## config.mk

```make
export PLATFORM = sky130hd
export DESIGN_NAME = cpu_init_loader
export DESIGN_NICKNAME = d
export VERILOG_FILES = /design/src/rtl/cpu_init_pkg.sv /design/src/rtl/init_byte_assembler.sv /design/src/rtl/cpu_init_loader.sv
export SDC_FILE = /design/constraint.sdc
export NUM_CORES = 1
export LEC_CHECK = 0
export CAP_MARGIN = 20
export CORE_UTILIZATION = 35
export DETAILED_ROUTE_END_ITERATION = 16
export GPL_TIMING_DRIVEN = 0
export HOLD_SLACK_MARGIN = 0.12
export PLACE_DENSITY_LB_ADDON = 0.25
export SYNTH_ARGS = -nofsm -noshare
export SYNTH_HDL_FRONTEND = slang
export SYNTH_SLANG_ARGS = --single-unit
export TNS_END_PERCENT = 10
```

## constraint.sdc

```tcl
create_clock -name clk -period 4.1 [get_ports clk]
set_input_delay 0.82 -clock clk [delete_from_list [all_inputs] [get_ports clk]]
set_output_delay 0.82 -clock clk [all_outputs]
set_load 0.02 [all_outputs]
```

## src/rtl/cpu_init_pkg.sv

```systemverilog
// cpu_init_pkg
// Shared definitions for the CPU table-initialisation loader: record header
// codes, FSM state and write-target enums, per-target data byte counts and
// the widths of the BTB, BHT and register-file init ports.
package cpu_init_pkg;

    // Record header codes seen as the first byte of every record
    localparam logic [7:0] HDR_NOP   = 8'h00;
    localparam logic [7:0] HDR_BTB   = 8'h01;
    localparam logic [7:0] HDR_BHT   = 8'h02;
    localparam logic [7:0] HDR_REG   = 8'h03;
    localparam logic [7:0] HDR_START = 8'hFF;

    // Number of data bytes following the address byte, per target
    localparam int BTB_BYTES = 5;
    localparam int BHT_BYTES = 1;
    localparam int REG_BYTES = 4;

    // Init port widths
    localparam int BTB_W  = 40;
    localparam int BHT_W  = 2;
    localparam int REG_W  = 32;
    localparam int BTB_AW = 8;
    localparam int BHT_AW = 8;
    localparam int REG_AW = 5;

    // Assembler holds the widest payload; byte counter covers up to 5
    localparam int ASM_W = 40;
    localparam int CNT_W = 3;

    typedef enum logic [2:0] {HDR, ADDR, DATA, WRITE, RUN} state_t;

    typedef enum logic [1:0] {TGT_BTB, TGT_BHT, TGT_REG} target_t;

    function automatic logic [CNT_W-1:0] data_bytes(input target_t t);
        case (t)
            TGT_BTB: data_bytes = CNT_W'(BTB_BYTES);
            TGT_BHT: data_bytes = CNT_W'(BHT_BYTES);
            default: data_bytes = CNT_W'(REG_BYTES);
        endcase
    endfunction

endpackage

```

## src/rtl/init_byte_assembler.sv

```systemverilog
// init_byte_assembler
// 40-bit big-endian byte assembler. A load clears the shift register and
// arms a remaining-byte counter; each shift pushes one byte in at the LSB.
// Ports:
//   clk, rst        clock and synchronous active-high reset
//   load            clear the register and start a new payload
//   load_count      number of payload bytes expected after load
//   shift           accept byte_in into the register
//   byte_in         incoming payload byte
//   next_data       register contents as they will be after shifting byte_in;
//                   lets the caller latch the finished word on the last byte
//   last_byte       the byte currently presented is the final one
module init_byte_assembler
    import cpu_init_pkg::*;
(
    input  logic             clk,
    input  logic             rst,
    input  logic             load,
    input  logic [CNT_W-1:0] load_count,
    input  logic             shift,
    input  logic [7:0]       byte_in,
    output logic [ASM_W-1:0] next_data,
    output logic             last_byte
);

    logic [ASM_W-1:0] data;
    logic [CNT_W-1:0] remaining;

    assign next_data = {data[ASM_W-9:0], byte_in};
    assign last_byte = (remaining == CNT_W'(1));

    always_ff @(posedge clk) begin
        if (rst) begin
            data      <= '0;
            remaining <= '0;
        end else if (load) begin
            data      <= '0;
            remaining <= load_count;
        end else if (shift && remaining != '0) begin
            data      <= next_data;
            remaining <= remaining - CNT_W'(1);
        end
    end

endmodule

```

## src/rtl/cpu_init_loader.sv

```systemverilog
// cpu_init_loader
// Boot-time loader: parses a valid/ready byte stream into BTB, BHT and
// register-file init writes, then releases the CPU on a START record.
// Ports:
//   clk, rst                   clock and synchronous active-high reset
//   s_valid, s_data, s_ready   input byte stream handshake
//   btb_addr/btb_init/btb_we   BTB init port
//   bht_addr/bht_init/bht_we   BHT init port
//   reg_addr/reg_init/reg_we   register-file init port
//   rst_switch, start_switch   CPU hold / release controls
//   busy                       a record is in progress
//   err                        sticky error (bad header or idle timeout)
module cpu_init_loader
    import cpu_init_pkg::*;
#(
    parameter int STRETCH      = 2,
    parameter int IDLE_TIMEOUT = 1_000_000
) (
    input  logic              clk,
    input  logic              rst,
    input  logic              s_valid,
    input  logic [7:0]        s_data,
    output logic              s_ready,
    output logic [BTB_AW-1:0] btb_addr,
    output logic [BTB_W-1:0]  btb_init,
    output logic              btb_we,
    output logic [BHT_AW-1:0] bht_addr,
    output logic [BHT_W-1:0]  bht_init,
    output logic              bht_we,
    output logic [REG_AW-1:0] reg_addr,
    output logic [REG_W-1:0]  reg_init,
    output logic              reg_we,
    output logic              rst_switch,
    output logic              start_switch,
    output logic              busy,
    output logic              err
);

    localparam int TO_W = $clog2(IDLE_TIMEOUT + 1);
    localparam int ST_W = $clog2(STRETCH + 1);

    state_t           state;
    target_t          target;
    logic [7:0]       addr_q;
    logic [TO_W-1:0]  idle_cnt;
    logic [ST_W-1:0]  stretch_cnt;

    logic             take;
    logic             asm_load;
    logic [CNT_W-1:0] asm_count;
    logic             asm_shift;
    logic [ASM_W-1:0] asm_next;
    logic             asm_last;
    logic             timed_out;

    // Ready depends on rst directly so no byte is taken during reset
    assign s_ready   = !rst && (state == HDR || state == ADDR || state == DATA);
    assign take      = s_valid && s_ready;
    assign asm_shift = (state == DATA) && take;
    assign timed_out = !take && (idle_cnt == TO_W'(IDLE_TIMEOUT - 1));

    // Arm the assembler with the payload length as a data-bearing header is taken
    always_comb begin
        asm_load  = 1'b0;
        asm_count = '0;
        if (state == HDR && take) begin
            case (s_data)
                HDR_BTB: begin asm_load = 1'b1; asm_count = data_bytes(TGT_BTB); end
                HDR_BHT: begin asm_load = 1'b1; asm_count = data_bytes(TGT_BHT); end
                HDR_REG: begin asm_load = 1'b1; asm_count = data_bytes(TGT_REG); end
                default: ;
            endcase
        end
    end

    init_byte_assembler u_asm (
        .clk        (clk),
        .rst        (rst),
        .load       (asm_load),
        .load_count (asm_count),
        .shift      (asm_shift),
        .byte_in    (s_data),
        .next_data  (asm_next),
        .last_byte  (asm_last)
    );

    // Record FSM. The target port is written on the same edge that takes the
    // last data byte (using the assembler's look-ahead word), so we is high for
    // exactly STRETCH cycles starting the cycle after that byte.
    always_ff @(posedge clk) begin
        if (rst) begin
            state        <= HDR;
            target       <= TGT_BTB;
            addr_q       <= '0;
            idle_cnt     <= '0;
            stretch_cnt  <= '0;
            btb_addr     <= '0;
            btb_init     <= '0;
            btb_we       <= 1'b0;
            bht_addr     <= '0;
            bht_init     <= '0;
            bht_we       <= 1'b0;
            reg_addr     <= '0;
            reg_init     <= '0;
            reg_we       <= 1'b0;
            rst_switch   <= 1'b1;
            start_switch <= 1'b0;
            busy         <= 1'b0;
            err          <= 1'b0;
        end else begin
            case (state)
                HDR: begin
                    idle_cnt <= '0;
                    if (take) begin
                        case (s_data)
                            HDR_NOP: ;
                            HDR_BTB: begin target <= TGT_BTB; state <= ADDR; busy <= 1'b1; end
                            HDR_BHT: begin target <= TGT_BHT; state <= ADDR; busy <= 1'b1; end
                            HDR_REG: begin target <= TGT_REG; state <= ADDR; busy <= 1'b1; end
                            HDR_START: begin
                                state        <= RUN;
                                rst_switch   <= 1'b0;
                                start_switch <= 1'b1;
                            end
                            default: err <= 1'b1;
                        endcase
                    end
                end
                ADDR, DATA: begin
                    if (take) begin
                        idle_cnt <= '0;
                        if (state == ADDR) begin
                            addr_q <= s_data;
                            state  <= DATA;
                        end else if (asm_last) begin
                            state       <= WRITE;
                            stretch_cnt <= '0;
                            case (target)
                                TGT_BTB: begin
                                    btb_addr <= addr_q[BTB_AW-1:0];
                                    btb_init <= asm_next[BTB_W-1:0];
                                    btb_we   <= 1'b1;
                                end
                                TGT_BHT: begin
                                    bht_addr <= addr_q[BHT_AW-1:0];
                                    bht_init <= asm_next[BHT_W-1:0];
                                    bht_we   <= 1'b1;
                                end
                                default: begin
                                    reg_addr <= addr_q[REG_AW-1:0];
                                    reg_init <= asm_next[REG_W-1:0];
                                    reg_we   <= 1'b1;
                                end
                            endcase
                        end
                    end else if (timed_out) begin
                        // Abandon the partial record without any write
                        state    <= HDR;
                        busy     <= 1'b0;
                        err      <= 1'b1;
                        idle_cnt <= '0;
                    end else begin
                        idle_cnt <= idle_cnt + TO_W'(1);
                    end
                end
                WRITE: begin
                    if (stretch_cnt == ST_W'(STRETCH - 1)) begin
                        btb_we <= 1'b0;
                        bht_we <= 1'b0;
                        reg_we <= 1'b0;
                        busy   <= 1'b0;
                        state  <= HDR;
                    end else begin
                        stretch_cnt <= stretch_cnt + ST_W'(1);
                    end
                end
                RUN: ;
                default: state <= HDR;
            endcase
        end
    end

endmodule
```

Word-level counts from Yosys, hierarchy flattened. Index checks and enable logic that the tools add are counted.

Bitwise operators: 3. Muxes and demuxes: 49. Equal/unequal tests: 28. Reduce and logical (&&, ||, !) cells: 37. Add/subtract/negate cells: 3.

Operators with widths (count): $mux W20 (2); $pmux W20 S2 (1); $reduce_and A6 Y1 (5); $mux W3 (9); $reduce_and A5 Y1 (5); $mux W1 (23); $ne A2 B2 Y1 const B (11); $add A20 B1 Y20 const B (1); $eq A20 B20 Y1 const B (1); $eq A8 B2 Y1 const B (2); $pmux W3 S4 (1); $pmux W3 S3 (1); $reduce_and A3 Y1 (3); $reduce_bool A3 Y1 (3); $eq A8 B1 Y1 const B (1); $eq A8 B8 Y1 const B (1); $logic_not A8 Y1 (1); $mux W2 (4); $pmux W1 S2 (4); $eq A3 B1 Y1 const B (2); $eq A3 B2 Y1 const B (2); $logic_and A1 B1 Y1 (6); $pmux W2 S3 (1); $pmux W3 S2 (1); other kinds (19) (29).

Word-level logic and storage cells: 140. Input bits: 11. Register bits: 172. Output and inout bits: 103.

Longest topological paths before layout. Gate-level depths: netlist of run 1.

Word-level depth: 10. Gate-level depth with buffers: 9. Gate-level depth less buffers: 7.

Modules after synthesis. Synthesis of run 1 repeated with hierarchy kept, for this count alone.

Cells, all modules: 863. Area total of the unflattened synthesis: 7014.2 µm².

Modules (own cells, without submodules): cpu_init_loader (area an instance 5505.3 µm², sequential area each 2742.6 µm², times used 1, cells each 681); init_byte_assembler (area an instance 1508.9 µm², sequential area each 700.7 µm², times used 1, cells each 182).

Least setup slack after synthesis of run 1. Ideal clock, no wire load.

Path kind: input -> register. Start point: input port s_valid. End point: register btb_init[10]. Arrival time: 2.169 ns. Required time: 3.968 ns. Setup slack: 1.799 ns. Setup time: 0.132 ns. Buffers on the path: 3. Cell stages on the path: 8. Cells stage by stage: nor2b_1 clkbuf_1 nand4_1 or3_1 clkbuf_1 clkbuf_1 nand2_1 a21oi_1.

Cells in the longest elaborated chain, start to end: 2.

Ends and longest elaborated chain: start: declaration (RTL line cpu_init_loader.sv:21) `input logic s_valid,`; $logic_and A1 B1 Y1 (RTL line cpu_init_loader.sv:58) `assign take = s_valid && s_ready;`; $reduce_and A5 Y1 (no source line); end signal: assignment (RTL line cpu_init_loader.sv:141) `btb_init <= asm_next[BTB_W-1:0];`; end: declaration (RTL line cpu_init_loader.sv:25) `output logic [BTB_W-1:0] btb_init,`.

Every way passes these cells. A chain may end at the register's enable or synchronous reset.

Final worst setup path of run 1.
Start point: input port rst. End point: output port s_ready.

Cells in the longest elaborated chain, start to end: 2.

Ends and longest elaborated chain: start: declaration (RTL line cpu_init_loader.sv:20) `input logic rst,`; $logic_not A1 Y1 (RTL line cpu_init_loader.sv:57) `assign s_ready = !rst && (state == HDR || state == ADDR || state == DATA);`; $logic_and A1 B1 Y1 (RTL line cpu_init_loader.sv:57); end: declaration (RTL line cpu_init_loader.sv:23) `output logic s_ready,`.

Every way passes these cells.

==> results of run 1 <==
==> flip-flops by register name (all words and copies together), names as in the netlist, 2 cells and up <==
register,flops
target,2
bht_addr,8
btb_addr,8
reg_init,32
bht_init,2
u_asm.remaining,3
stretch_cnt,2
state,3
idle_cnt,20
btb_init,40
addr_q,8
reg_addr,5
u_asm.data,32
==> routing by layer <==
layer | vias to the layer above | GRT usage | share of wire
li1 | 3019 | - | -
met1 | 2776 | 0.265 | 0.49
met2 | 146 | 0.292 | 0.43
met3 | 22 | 0.0533 | 0.066
met4 | 0 | 0.0784 | 0.018
met5 | - | 0 | 0
==> kinds of logic (layout without fill, tap and decap cells) <==
logic type,Yosys count,count (layout),synth area share
AOI/OAI and AO/OA,170,170,0.145
xor gates and xnor gates,13,13,0.0173
buffers and inverters,62,206,0.0358
DFF,172,172,0.522
adders and majority gates,5,5,0.00948
and+or+nand+nor,380,380,0.242
muxes,19,19,0.0288
==> worst max-delay path, delay by kind of cell <==
| family | cells | cell delay (ns) |
|---|---|---|
| buf+inv | 3 | 1.52 |
| simple gates | 1 | 0.15 |
==> cell usage after synthesis (2+ instances only) <==
cell type,n,area share
xor2_1,3,0.0040
and3_1,4,0.0038
ha_1,5,0.0095
a211oi_1,2,0.0023
a22o_1,2,0.0027
xnor2_1,10,0.013
mux2i_1,19,0.029
a21o_1,2,0.0023
a22oi_1,2,0.0023
inv_1,12,0.0068
nand2b_1,2,0.0019
or3_1,4,0.0038
nor3_1,10,0.0076
nor2b_1,5,0.0047
nand3_1,7,0.0053
o21ai_0,7,0.0053
nor2_1,59,0.034
and2_1,3,0.0028
o221a_2,2,0.0034
buf_1,2,0.0011
a21oi_1,130,0.099
nor4_1,3,0.0028
and4_1,2,0.0027
dfxtp_1,172,0.52
buf_2,3,0.0023
nand4_1,16,0.015
o21a_1,3,0.0034
nand2_1,258,0.15
clkbuf_1,45,0.026
a31oi_1,6,0.0057
==> metrics by stage <==
step | power, mW | util | cell area, um2 | hold slack (ns) | instances
3_3_place_gp | 1.80 | 0.440 | 8020 | 0.433 | 1163
3_5_place_dp | 1.80 | 0.440 | 8020 | 0.443 | 1163
6_report | 3.34 | 0.472 | 8590 | 0.451 | 1194
4_1_cts | 3.37 | 0.472 | 8590 | 0.452 | 1194
2_1_floorplan | 1.76 | - | 6600 | 0.432 | 821
5_1_grt | 3.45 | 0.472 | 8590 | 0.464 | 1194
==> how the worst max path moves through the flow <==
stage / to / slack [ns] / cells after the start
2_1_floorplan: btb_init[10]$_SDFFE_PP0P_ / 1.80 / 8
3_3_place_gp: reg_init[30]$_SDFFE_PP0P_ / 0.65 / 8
3_5_place_dp: reg_init[30]$_SDFFE_PP0P_ / 0.61 / 8
4_1_cts: s_ready / 0.79 / 4
5_1_grt: s_ready / 0.70 / 5
6_report: s_ready / 0.78 / 4
==> power by group <==
part	switching, mW	internal [mW]	total (mW)
registers	0.00458	1.67	1.68
logic	0.0596	0.0234	0.0829
clock network	0.706	0.871	1.58
==> cell type report <==
class / count / area share
Clock inverter: 12 / 0.0156
Buffer: 50 / 0.0223
Inverter: 12 / 0.00524
Clock buffer: 19 / 0.0515
Multi-Input combinational cell: 587 / 0.340
Sequential cell: 172 / 0.401
Timing Repair Buffer: 113 / 0.132
Tap cell: 229 / 0.0333
==> impl_metrics.yaml, run 1 <==
route:
  vias: 5963
  routed_via_density: 4.99
  ant_nets: 0
  first_pass_iters: 4
  wl_per_cell_um: 15.6
  drc: 0
  routed_wl_um: 18600
  drt_iter0_markers: 339
die:
  start_util: 0.362
  die_h_um: 139
  die_w_um: 139
  dieArea_um2: 19400
  fp-row-count: 49
  pin_count: 114
  core_area_um2: 18200
cts:
  cts_resized: 0
  cts-root-buf: "clkbuf_16"
  cts_max_path_buffers: 2
  cts_tree: "done"
  insertion_delay_ns: 0.43
  post_cts_buffers: 0
  cts_made_buffers: 17
  hold_buffers: 0
  htree_levels: 4
  numClockSinks: 172
  path_clk_slew_ns: 0.07
timing:
  fin_worst_skew_ns: 0.00885
  rsz0062_at_grt: "false"
  period_minus_slack_ns: 3.32
  maxSlewHeadroom: 0.410
  setup_ws_ns: 0.778
  fin_crit_sh: 0.810
  slew_viol_final: 0
  fin_tns_setup_ns: 0
  hold_viol: 0
  tightest_slew_ns: 0.881
  fmax_mhz: 301
  setup_violations: 0
worst_hold_path:
  min_path_type: "reg2reg"
  min_from: "start_switch$_SDFFE_PP0P_"
  min_to: "start_switch$_SDFFE_PP0P_"
  whs_path_depth: 2
grt:
  grt_start_max_net_pins: 17
  grt_usage: 0.195
  grt_overflow_total: 0
  grt_pass1_wl_um: 29600
  grt_pass1_vias: 5523
  antenna_found_initial: 0
setup_path:
  path_common_cell: "clkdlybuf4s50_1"
  reg2reg_from: "u_asm.remaining[1]$_SDFFE_PP0P_"
  slowest_delay_ns: 0.56
  r2r_slack_ns: 1.64
  end_kind: "primary output"
  start_kind: "input port"
  crit_chain: "clkdlybuf4s50_1 -> clkbuf_1 -> nor2_1 -> clkdlybuf4s50_1"
  reg2reg_depth: 8
  cp_data_arrival_time_ns: 2.50
  path_max_fanout: 10
  slowest_stage: "clkdlybuf4s50_1"
  rr_endpoint: "reg_init[30]$_SDFFE_PP0P_"
  crit_path_start: "rst"
  crit_type: "in2out"
  required_ns: 3.28
final_layout:
  syn_to_final_growth_pct: 30.2
  layout_common_cells: "258 x nand2_1, 172 x dfxtp_1, 130 x a21oi_1, 113 x clkdlybuf4s50_1, 59 x nor2_1"
  drive_gt1_frac: 0.0425
  nets: 969
  multi_input_area_um2: 2920
  final_common_cell: "nand2_1"
  register_area_um2: 3440
  diodes: 0
  nFillCells: 1786
logic_synthesis:
  syn_avg_cell_area_um2: 8.04
  syn_area_um2: 6600
  synth_top_flop_cell: "dfxtp_1"
  yosysSeqAreaShare: 0.522
  synthArstFlopShare: 0
  ys_warn_count: 0
  synth_edf_count: 0
  synth.distinct_cells: 51
  syn-num-nets: 837
  synthCells: 821
  synth-seq-cells: 172
power_and_ir_drop:
  p_per_area_nw_per_um2: 389
  vdd_ir_drop_max_v: 0.000325
  total_leakage_power_nw: 2.91
placed_design:
  dp_slack_ns: 0.613
  portBuffers: 113
  place_congestion: 0.845
  hpwl_um: 13100
outcome:
  status: "finished clean"
job:
  drv_cap: 0
Power figures use the tool's default switching activity.
==> inputs of run 2 (changes only) <==
- clock period: 4.1 -> 3.2 ns (I/O delays scaled with it)
==> run 2 against run 1 <==
  * Utilization is essentially flat
  * Routed wire length is essentially flat
  * Count of clock-buffer cells in the layout is the same
  * Highest routed layer unchanged
==> impl_metrics.yaml, run 2 (synthesis results as in run 1) <==
setup_path:
  r2r_slack_ns: 0.73
  path_max_fanout: 10
  slowest_stage: "clkdlybuf4s50_1"
  reg2reg_from: "u_asm.remaining[1]$_SDFFE_PP0P_"
  critical_path_buf_inv_count: 3
  start_kind: "input port"
  cp_top_family: "buffers and inverters"
  cp_data_arrival_time_ns: 2.29
  required_ns: 2.56
  path_common_cell: "clkdlybuf4s50_1"
  rr_endpoint: "reg_init[30]$_SDFFE_PP0P_"
  slowest_delay_ns: 0.56
  crit_chain: "clkdlybuf4s50_1 -> clkbuf_1 -> nor2_1 -> clkdlybuf4s50_1"
  reg2reg_depth: 8
  crit_type: "in2out"
  end_kind: "primary output"
power_and_ir_drop:
  p_total_mw: 4.28
  total_leakage_power_nw: 2.91
  p_per_area_nw_per_um2: 499
  vdd_ir_drop_max_v: 0.000419
timing:
  fin_worst_skew_ns: 0.00946
  fin_crit_sh: 0.915
  hold_ws_ns: 0.451
  setup_violations: 0
  period_minus_slack_ns: 2.93
  slew_viol_final: 0
  tightest_slew_ns: 0.892
  rsz0062_at_grt: "false"
  fin_tns_setup_ns: 0
  fmax_mhz: 341
  hold_viol: 0
  setup_ws_ns: 0.271
  maxSlewHeadroom: 0.403
route:
  routed_via_density: 5.01
  drt_iter0_markers: 325
  wl_per_cell_um: 15.6
  ant_nets: 0
  routed_wl_um: 18600
  drc: 0
  first_pass_iters: 4
  vias: 5976
final_layout:
  layout_common_cells: "258 x nand2_1, 172 x dfxtp_1, 130 x a21oi_1, 113 x clkdlybuf4s50_1, 59 x nor2_1"
  drive_gt1_frac: 0.0425
  post-route-util: 0.472
  top_regs: "btb_init x40, reg_init x32, u_asm.data x32"
  nets: 968
  largest-register: "btb_init"
  final_cells: 1193
  final_common_cell: "nand2_1"
  nFillCells: 1788
  syn_to_final_growth_pct: 30.2
  stdcell_area_um2: 8590
  largest_reg_flops: 40
  diodes: 0
placed_design:
  dp_slack_ns: -0.107
  dp.cells: 1163
  placed_cell_area_um2: 8020
  portBuffers: 113
  hpwl_um: 13100
  place_congestion: 0.845
die:
  start_util: 0.362
  dieArea_um2: 19400
  fp-row-count: 49
  pin_count: 114
  die_w_um: 139
  core_area_um2: 18200
  die_h_um: 139
cts:
  path_clk_slew_ns: 0.06
  post_cts_buffers: 0
  htree_levels: 4
  cts_max_path_buffers: 2
  insertion_delay_ns: 0.43
  cts_made_buffers: 17
  cts-root-buf: "clkbuf_16"
  cts_tree: "done"
  numClockSinks: 172
grt:
  groute.layer.met3.usage: 0.0533
  grtUsageMet2: 0.292
  antenna_found_initial: 0
  use_met1: 0.265
  grt_start_max_net_pins: 17
  grt_pass1_wl_um: 29600
  busiest_layer: "met2"
  grt_pass1_vias: 5523
  grt_usage: 0.195
  grt_overflow_total: 0
worst_hold_path:
  min_path_type: "reg2reg"
  min_from: "start_switch$_SDFFE_PP0P_"
  whs_path_depth: 2
  min_to: "start_switch$_SDFFE_PP0P_"
outcome:
  status: "finished clean"
job:
  drv_cap: 0
-- run 2: how the worst max path moves through the flow --
| stage | startpoint | end | slack (ns) | depth (start not counted) |
|---|---|---|---|---|
| floorplan | s_valid | btb_init[10]$_SDFFE_PP0P_ | 1.08 | 8 |
| global placement | s_valid | reg_init[30]$_SDFFE_PP0P_ | -0.07 | 8 |
| detailed placement | s_valid | reg_init[30]$_SDFFE_PP0P_ | -0.11 | 8 |
| CTS | state[1]$_SDFFE_PP0P_ | s_ready | 0.10 | 5 |
| global route | s_valid | reg_init[12]$_SDFFE_PP0P_ | 0.17 | 8 |
| finish | rst | s_ready | 0.27 | 4 |
-- run 2: area by class of cell --
cell class / instances / area [um2] / share of cell area
buffer: 49 / 188 / 0.0218
clock buffer: 19 / 443 / 0.0516
clock inverter: 12 / 134 / 0.0156
inverter: 12 / 45.0 / 0.00524
multi-input combinational: 587 / 2920 / 0.340
sequential: 172 / 3440 / 0.401
tap: 229 / 287 / 0.0334
timing repair buffer: 113 / 1130 / 0.132
-- run 2: where the power goes --
part | internal [mW] | switching (mW) | total (mW) | leakage (nW)
logic | 0.0299 | 0.0766 | 0.107 | 1.24
registers | 2.15 | 0.00595 | 2.15 | 1.39
clock network | 1.12 | 0.911 | 2.03 | 0.277
total | 3.29 | 0.993 | 4.28 | 2.91
-- run 2: repair_timing --
action / 4_1_cts / 5_1_grt
setup endpoints to repair: 0 / 1
resized for setup: 0 / 0
hold buffers: 0 / 0
-- run 2: worst register-to-register path, cell delays in order (launching register included) --
cell      delay (ns)
dfxtp_1         0.31
inv_1           0.09
ha_1            0.17
nor2b_1         0.22
nand4_1         0.18
nor2_1          0.73
clkbuf_1        0.46
nand2_1         0.12
a21oi_1         0.13
-- run 2: layer usage --
| layer | routed length (um) | up-vias |
|---|---|---|
| met3 | 1270 | 26 |
| met5 | 0 | - |
| met4 | 376 | 0 |
| met1 | 9010 | 2770 |
| li1 | - | 3020 |
| met2 | 7980 | 160 |
